--- config.mk ---
export PLATFORM = sky130hd
export DESIGN_NAME = fpaddsub_issue_arbiter
export DESIGN_NICKNAME = d
export VERILOG_FILES = /design/src/rtl/fpaddsub_ctrl_pkg.sv /design/src/rtl/fpaddsub_rsp_fifo.sv /design/src/rtl/fpaddsub_issue_arbiter.sv
export SDC_FILE = /design/constraint.sdc
export NUM_CORES = 1
export LEC_CHECK = 0
export BUFFER_PORTS_ARGS = -buffer_cell sky130_fd_sc_hd__buf_2
export CELL_PAD_IN_SITES_DETAIL_PLACEMENT = 1
export CELL_PAD_IN_SITES_GLOBAL_PLACEMENT = 1
export CORE_UTILIZATION = 44
export DETAILED_ROUTE_END_ITERATION = 10
export PLACE_DENSITY = 0.73
export SLEW_MARGIN = 20
export SYNTH_ARGS = -nofsm -noshare
export SYNTH_HDL_FRONTEND = slang
export SYNTH_SLANG_ARGS = --single-unit
--- constraint.sdc ---
create_clock -name clk -period 5.2 [get_ports clk]
set_input_delay 0.26 -clock clk [delete_from_list [all_inputs] [get_ports clk]]
set_output_delay 0.26 -clock clk [all_outputs]
set_load 0.05 [all_outputs]
--- src/rtl/fpaddsub_ctrl_pkg.sv ---
`default_nettype none
// -----------------------------------------------------------------------------
// fpaddsub_ctrl_pkg: shared types for the FP32 add/sub issue arbiter. Rev 1.0
// -----------------------------------------------------------------------------
package fpaddsub_ctrl_pkg;

  localparam int FP_W        = 32;
  localparam int LAT_DEFAULT = 4;

  typedef logic owner_t;

  localparam owner_t OWNER0 = 1'b0;
  localparam owner_t OWNER1 = 1'b1;

  typedef enum logic {
    OP_ADD = 1'b0,
    OP_SUB = 1'b1
  } op_t;

  typedef struct packed {
    logic   valid;
    owner_t owner;
  } tag_t;

  function automatic owner_t other_owner(owner_t o);
    return ~o;
  endfunction

endpackage
`default_nettype wire

--- src/rtl/fpaddsub_rsp_fifo.sv ---
`default_nettype none
// -----------------------------------------------------------------------------
// fpaddsub_rsp_fifo: first-word fall-through result FIFO, DEPTH entries. Rev 1.0
// -----------------------------------------------------------------------------
module fpaddsub_rsp_fifo
  import fpaddsub_ctrl_pkg::*;
#(
  parameter int DEPTH = 8
) (
  input  logic            clk,
  input  logic            rst,
  input  logic            push,
  input  logic [FP_W-1:0] push_data,
  input  logic            pop,
  output logic            empty,
  output logic [FP_W-1:0] head
);

  localparam int AW = $clog2(DEPTH);

  logic [FP_W-1:0] mem_q [DEPTH];
  logic [FP_W-1:0] mem_d [DEPTH];
  logic [AW:0]     wr_ptr_q, wr_ptr_d;
  logic [AW:0]     rd_ptr_q, rd_ptr_d;
  logic [AW:0]     count;
  logic            full;
  logic            wr_en;
  logic            rd_en;

  // One extra pointer bit separates the full and empty cases.
  always_comb begin
    count = wr_ptr_q - rd_ptr_q;
    empty = (count == '0);
    full  = (count == (AW+1)'(DEPTH));
    wr_en = push && !full;
    rd_en = pop && !empty;
    head  = mem_q[rd_ptr_q[AW-1:0]];
  end

  always_comb begin
    mem_d    = mem_q;
    wr_ptr_d = wr_ptr_q;
    rd_ptr_d = rd_ptr_q;
    if (wr_en) begin
      mem_d[wr_ptr_q[AW-1:0]] = push_data;
      wr_ptr_d                = wr_ptr_q + (AW+1)'(1);
    end
    if (rd_en) begin
      rd_ptr_d = rd_ptr_q + (AW+1)'(1);
    end
  end

  always_ff @(posedge clk) begin
    if (!rst) begin
      wr_ptr_q <= '0;
      rd_ptr_q <= '0;
    end else begin
      wr_ptr_q <= wr_ptr_d;
      rd_ptr_q <= rd_ptr_d;
    end
  end

  always_ff @(posedge clk) begin
    mem_q <= mem_d;
  end

endmodule
`default_nettype wire

--- src/rtl/fpaddsub_issue_arbiter.sv ---
`default_nettype none
// -----------------------------------------------------------------------------
// fpaddsub_issue_arbiter: round-robin issue of two requesters into one
// fixed-latency FP32 add/sub pipe, with credit-protected response FIFOs. Rev 1.0
// -----------------------------------------------------------------------------
module fpaddsub_issue_arbiter
  import fpaddsub_ctrl_pkg::*;
#(
  parameter int LAT   = LAT_DEFAULT,
  parameter int DEPTH = 8
) (
  input  logic        clk,
  input  logic        rst,
  input  logic        req0_valid,
  output logic        req0_ready,
  input  logic [31:0] req0_a,
  input  logic [31:0] req0_b,
  input  logic        req0_op,
  input  logic        req1_valid,
  output logic        req1_ready,
  input  logic [31:0] req1_a,
  input  logic [31:0] req1_b,
  input  logic        req1_op,
  output logic        fpu_valid,
  output logic [31:0] fpu_a,
  output logic [31:0] fpu_b,
  output logic        fpu_op,
  input  logic [31:0] fpu_result,
  output logic        rsp0_valid,
  input  logic        rsp0_ready,
  output logic [31:0] rsp0_result,
  output logic        rsp1_valid,
  input  logic        rsp1_ready,
  output logic [31:0] rsp1_result,
  output logic        busy
);

  localparam int            CW         = $clog2(DEPTH) + 1;
  localparam logic [CW-1:0] CREDIT_MAX = CW'(DEPTH);

  logic            elig0, elig1;
  logic            grant0, grant1;
  owner_t          rr_q, rr_d;
  logic            fpu_valid_q, fpu_valid_d;
  logic [FP_W-1:0] fpu_a_q, fpu_a_d;
  logic [FP_W-1:0] fpu_b_q, fpu_b_d;
  op_t             fpu_op_q, fpu_op_d;
  owner_t          fpu_owner_q, fpu_owner_d;
  tag_t            tag_q [LAT];
  tag_t            tag_d [LAT];
  tag_t            tail;
  logic [CW-1:0]   credit0_q, credit0_d;
  logic [CW-1:0]   credit1_q, credit1_d;
  logic            push0, push1;
  logic            pop0, pop1;
  logic            empty0, empty1;
  logic            tags_busy;

  function automatic logic [CW-1:0] credit_next(logic [CW-1:0] cur, logic take, logic give);
    credit_next = cur;
    if (take && !give && cur != '0) begin
      credit_next = cur - CW'(1);
    end else if (give && !take && cur != CREDIT_MAX) begin
      credit_next = cur + CW'(1);
    end
  endfunction

  // Grants are gated by reset so no handshake can be seen while rst is low.
  always_comb begin
    elig0  = req0_valid && (credit0_q != '0);
    elig1  = req1_valid && (credit1_q != '0);
    grant0 = rst && elig0 && (!elig1 || rr_q == OWNER0);
    grant1 = rst && elig1 && !grant0;
    req0_ready = grant0;
    req1_ready = grant1;
  end

  always_comb begin
    rr_d        = rr_q;
    fpu_valid_d = grant0 || grant1;
    fpu_a_d     = fpu_a_q;
    fpu_b_d     = fpu_b_q;
    fpu_op_d    = fpu_op_q;
    fpu_owner_d = fpu_owner_q;
    if (grant0) begin
      rr_d        = other_owner(OWNER0);
      fpu_a_d     = req0_a;
      fpu_b_d     = req0_b;
      fpu_op_d    = op_t'(req0_op);
      fpu_owner_d = OWNER0;
    end else if (grant1) begin
      rr_d        = other_owner(OWNER1);
      fpu_a_d     = req1_a;
      fpu_b_d     = req1_b;
      fpu_op_d    = op_t'(req1_op);
      fpu_owner_d = OWNER1;
    end
  end

  // The tag pipe follows the issue register, so its tail lines up with fpu_result.
  always_comb begin
    tag_d[0] = '{valid: fpu_valid_q, owner: fpu_owner_q};
    for (int i = 1; i < LAT; i++) begin
      tag_d[i] = tag_q[i-1];
    end
    tail      = tag_q[LAT-1];
    tags_busy = 1'b0;
    for (int i = 0; i < LAT; i++) begin
      tags_busy = tags_busy | tag_q[i].valid;
    end
    push0 = tail.valid && (tail.owner == OWNER0);
    push1 = tail.valid && (tail.owner == OWNER1);
    pop0  = rsp0_ready && !empty0;
    pop1  = rsp1_ready && !empty1;
  end

  always_comb begin
    credit0_d = credit_next(credit0_q, grant0, pop0);
    credit1_d = credit_next(credit1_q, grant1, pop1);
  end

  always_ff @(posedge clk) begin
    if (!rst) begin
      rr_q        <= OWNER0;
      fpu_valid_q <= 1'b0;
      fpu_a_q     <= '0;
      fpu_b_q     <= '0;
      fpu_op_q    <= OP_ADD;
      fpu_owner_q <= OWNER0;
      credit0_q   <= CREDIT_MAX;
      credit1_q   <= CREDIT_MAX;
      for (int i = 0; i < LAT; i++) begin
        tag_q[i] <= '0;
      end
    end else begin
      rr_q        <= rr_d;
      fpu_valid_q <= fpu_valid_d;
      fpu_a_q     <= fpu_a_d;
      fpu_b_q     <= fpu_b_d;
      fpu_op_q    <= fpu_op_d;
      fpu_owner_q <= fpu_owner_d;
      credit0_q   <= credit0_d;
      credit1_q   <= credit1_d;
      for (int i = 0; i < LAT; i++) begin
        tag_q[i] <= tag_d[i];
      end
    end
  end

  fpaddsub_rsp_fifo #(.DEPTH(DEPTH)) u_fifo0 (
    .clk       (clk),
    .rst       (rst),
    .push      (push0),
    .push_data (fpu_result),
    .pop       (pop0),
    .empty     (empty0),
    .head      (rsp0_result)
  );

  fpaddsub_rsp_fifo #(.DEPTH(DEPTH)) u_fifo1 (
    .clk       (clk),
    .rst       (rst),
    .push      (push1),
    .push_data (fpu_result),
    .pop       (pop1),
    .empty     (empty1),
    .head      (rsp1_result)
  );

  always_comb begin
    fpu_valid  = fpu_valid_q;
    fpu_a      = fpu_a_q;
    fpu_b      = fpu_b_q;
    fpu_op     = fpu_op_q;
    rsp0_valid = !empty0;
    rsp1_valid = !empty1;
    busy       = tags_busy || fpu_valid_q || !empty0 || !empty1;
  end

endmodule
`default_nettype wire
==> run summary <==
The area growth from synthesis to layout is 24.1%. The arrival time at the worst endpoint came out at 3430 ps. In this run the core area contains 85 standard-cell rows.

The total setup violations reported at the end of the flow came out at 0. The number of levels the H-tree was split into is 2. The final sum of negative setup slack is 0 ps. The area of all placed cells without fillers is 29700 um^2. STA classifies the critical path startpoint as a flip-flop. The via count of the first global-routing pass was 16700. The height of the die is 235 um. In this run, the number of DRC markers left after iteration 0 of detailed routing was 1072. The worst clock skew came out at 19.7 ps. The critical path is of the reg2out type. The instance area after placement came out at 26300 um^2.

The routed wirelength normalized by instance count is 25.2 um. The routed design could run at a clock period as short as 3690 ps. The number of max-cap violations came out at 0.

For the worst-skew pair, the clock arrives at the later sink with an insertion delay of 640 ps. For this run, the detailed router's first-pass iteration total came to 6. The final cell utilization of the core came out at 55.2%. The final weighted congestion of routability-driven global placement is 0.837.

Entering global routing, the biggest net connects 96 pins. After synthesis, flip-flops and latches occupy 72.6% of the total area. The number of antenna violations at the first check in global routing is 6.

The starting utilization of the core area came out at 44.5%. The die width came out at 235 um. In this run the tool buffered the top-level ports with 302 buffer cells. The post-synthesis area per instance is 16.4 um^2. The synthesized flop and latch total is 612. Setup repair after global routing left no endpoint under its margin. The area of the die came out at 55300 um^2. The via density per instance is 5.57. The clock transition at the registers of the reported paths came out at 60 ps. The post-route worst hold slack is 30.2 ps. The total count of max-transition violations in the final report is 0.

Across the VDD grid, the largest voltage drop is 0.269 mV. The count of unique library cells instantiated by Yosys came out at 50. The remaining routing DRC violations is 0. The proportion of layout cells with a drive suffix above 1 is 29.1%. The mapped cell area is 23900 um^2. The maximum root-to-sink buffer count came out at 3.

The routed layout has 14900 vias. Global routing finished with a remaining overflow of 0. The post-cts hold buffer count is 144. The half-perimeter wire length after placement came out at 38.9 mm. The net count after synthesis came out at 1643.

The worst-case setup margin in the final layout is 1510 ps. The highest achievable clock rate is 271 MHz. The area inside the core boundary is 53800 um^2. The cell total after placement came out at 2404. The count of cells resized by post-cts repair is 0. The first global-routing pass estimated 101 mm of wire. The filler-free cell count of the finished design is 2666.

The worst-path maximum fanout is 37. The count of mapped cells out of synthesis came out at 1459. The setup fix buffers added after clock tree synthesis is 0. TritonCTS created 61 clock buffers. The tightest slew margin relative to the limit came out at 26.4%. The cell at the root of the clock tree is clkbuf_16.

The global routing usage summed across all routing layers is 24.4%. The yosys synthesis warning count is 0. The number of primary I/O pins came out at 303. The worst setup path is captured at a primary output.

The transition at the pin with the smallest max-transition slack came out at 1100 ps. The endpoint required time on the critical path is 4940 ps. The run finished with clean final reports. For this design the static power due to leakage is 10.7 nW. The worst hold path class is in2reg. The setup slack at placement came out at 1550 ps.

For this design, the sink count on the clock tree is 612. The final count of hold timing violations is 0. The final antenna-violating net count came out at 0. TritonCTS built the clock tree.

The portion of the clock cycle consumed by the worst path in the final layout came out at 71.0%. The total chip power is 12.6 mW. The power density normalized to cell area came out at 425 nW/um^2. The number of nets in the final layout came out at 2100.

The final routed wirelength across all metal layers is 67.1 mm.
-- registers in the layout, summed over array words and instances (netlist names) --
register,cells
u_fifo1.wr_ptr_q,4
fpu_a,32
fpu_op,1
u_fifo1.rd_ptr_q,4
fpu_valid,1
tag_q,8
credit1_q,4
fpu_b,32
rr_q,1
u_fifo0.rd_ptr_q,4
u_fifo0.wr_ptr_q,4
fpu_owner_q,1
credit0_q,4
u_fifo0.mem_q,256
u_fifo1.mem_q,256
-- cells by family (layout without fill, tap and decap cells) --
family	after synthesis	after routing	synth area share, %
and+or+nand+nor	470	470	7.90
DFF	612	612	72.6
other	0	6	0
xor gates and xnor gates	20	20	0.732
adders and majority gates	16	16	0.900
AOI/OAI and AO/OA	102	102	3.47
buffers and inverters	97	602	1.73
muxes	142	142	12.7
-- power by group --
part | switching (mW) | internal (mW) | total [mW]
Clock | 1.83 | 2.32 | 4.15
Sequential | 0.201 | 5.42 | 5.62
Combinational | 1.81 | 1.04 | 2.85
Total | 3.85 | 8.77 | 12.6
-- final cells by class --
| class | instances | area [um^2] |
|---|---|---|
| Multi-Input combinational cell | 750 | 6260 |
| Tap cell | 696 | 871 |
| Fill cell | 5108 | 24100 |
| Clock inverter | 28 | 258 |
| Clock buffer | 83 | 1610 |
| Timing Repair Buffer | 473 | 3220 |
| Sequential cell | 612 | 17400 |
| Antenna cell | 6 | 15.0 |
| Inverter | 18 | 67.6 |
-- layer usage --
metal	up-vias	GRT usage [%]	wire length, um
met5	-	0	13
met4	2	10.8	2890
met3	161	5.43	4390
met2	576	42.0	33900
met1	7638	29.6	25900
li1	6480	-	-
-- cell usage in the layout, fill, tap and decap left out, types with 3 or more instances in the layout --
cell and n:
edfxtp_1 512, nand2_1 336, buf_2 302, dlygate4sd3_1 144
mux4_2 128, dfxtp_1 95, nor2_1 72, clkbuf_16 61
a311oi_1 56, buf_4 24, clkbuf_1 22, clkinv_1 16
a21oi_1 14, ha_1 14, inv_1 13, mux2i_1 13
o21ai_0 13, xnor2_1 12, and2_1 10, nor2_4 10
xor2_1 8, diode_2 6, nor3_2 6, nand2b_1 6
clkinv_2 6, o32ai_1 5, and3_1 4, nor3_1 4
inv_2 3, nor2b_1 3, o41ai_2 3, or4_1 3
nand3_1 3, bufinv_16 3, buf_16 3, dfxtp_2 3
-- Yosys cell counts (all sizes together) --
library cell / count / area share, %
a31oi: 2 / 0.078
nor3b: 1 / 0.031
o41a: 2 / 0.14
nand2b: 6 / 0.16
edfxtp: 512 / 64
nor4: 2 / 0.052
and3: 5 / 0.15
or3: 1 / 0.026
a22o: 1 / 0.037
or4: 3 / 0.094
ha: 14 / 0.73
clkbuf: 50 / 0.87
clkinv: 2 / 0.031
nand4: 1 / 0.026
nand3: 3 / 0.063
and2: 11 / 0.29
o311ai: 1 / 0.037
o41ai: 4 / 0.21
o32ai: 5 / 0.18
or2: 2 / 0.052
nor2b: 3 / 0.078
o2111ai: 1 / 0.063
mux4: 128 / 12
xnor2: 12 / 0.44
a21oi: 14 / 0.29
buf: 29 / 0.58
fa: 2 / 0.17
xor2: 8 / 0.29
dfxtp: 100 / 8.4
inv: 16 / 0.25
nand3b: 2 / 0.063
nor2: 82 / 1.3
nand2: 338 / 5.3
o311a: 1 / 0.047
mux2i: 14 / 0.60
a21o: 2 / 0.063
nor3: 10 / 0.21
a311oi: 56 / 2.0
o21ai: 13 / 0.27
-- worst max-delay path: stages, from the launching register on --
cell      delay (ps)
dfxtp_4          860
ha_1             290
nand3b_1         170
a21oi_1          130
or4_1            560
or4_1            550
buf_2            250
-- path summary, 6_finish.rpt --
check / start / end / slack, ps / cells past startpoint
setup / recovery: u_fifo1.rd_ptr_q[0] / busy / 1510 / 6
setup reg to reg: u_fifo0.rd_ptr_q[0] / u_fifo0.mem_q[62] / 1560 / 7
hold / removal: fpu_result[14] / u_fifo1.mem_q[206] / 30 / 1
hold reg to reg: tag_q[2][0] / tag_q[3][0] / 430 / 1
Note: power is estimated with default switching activity, not from simulation.
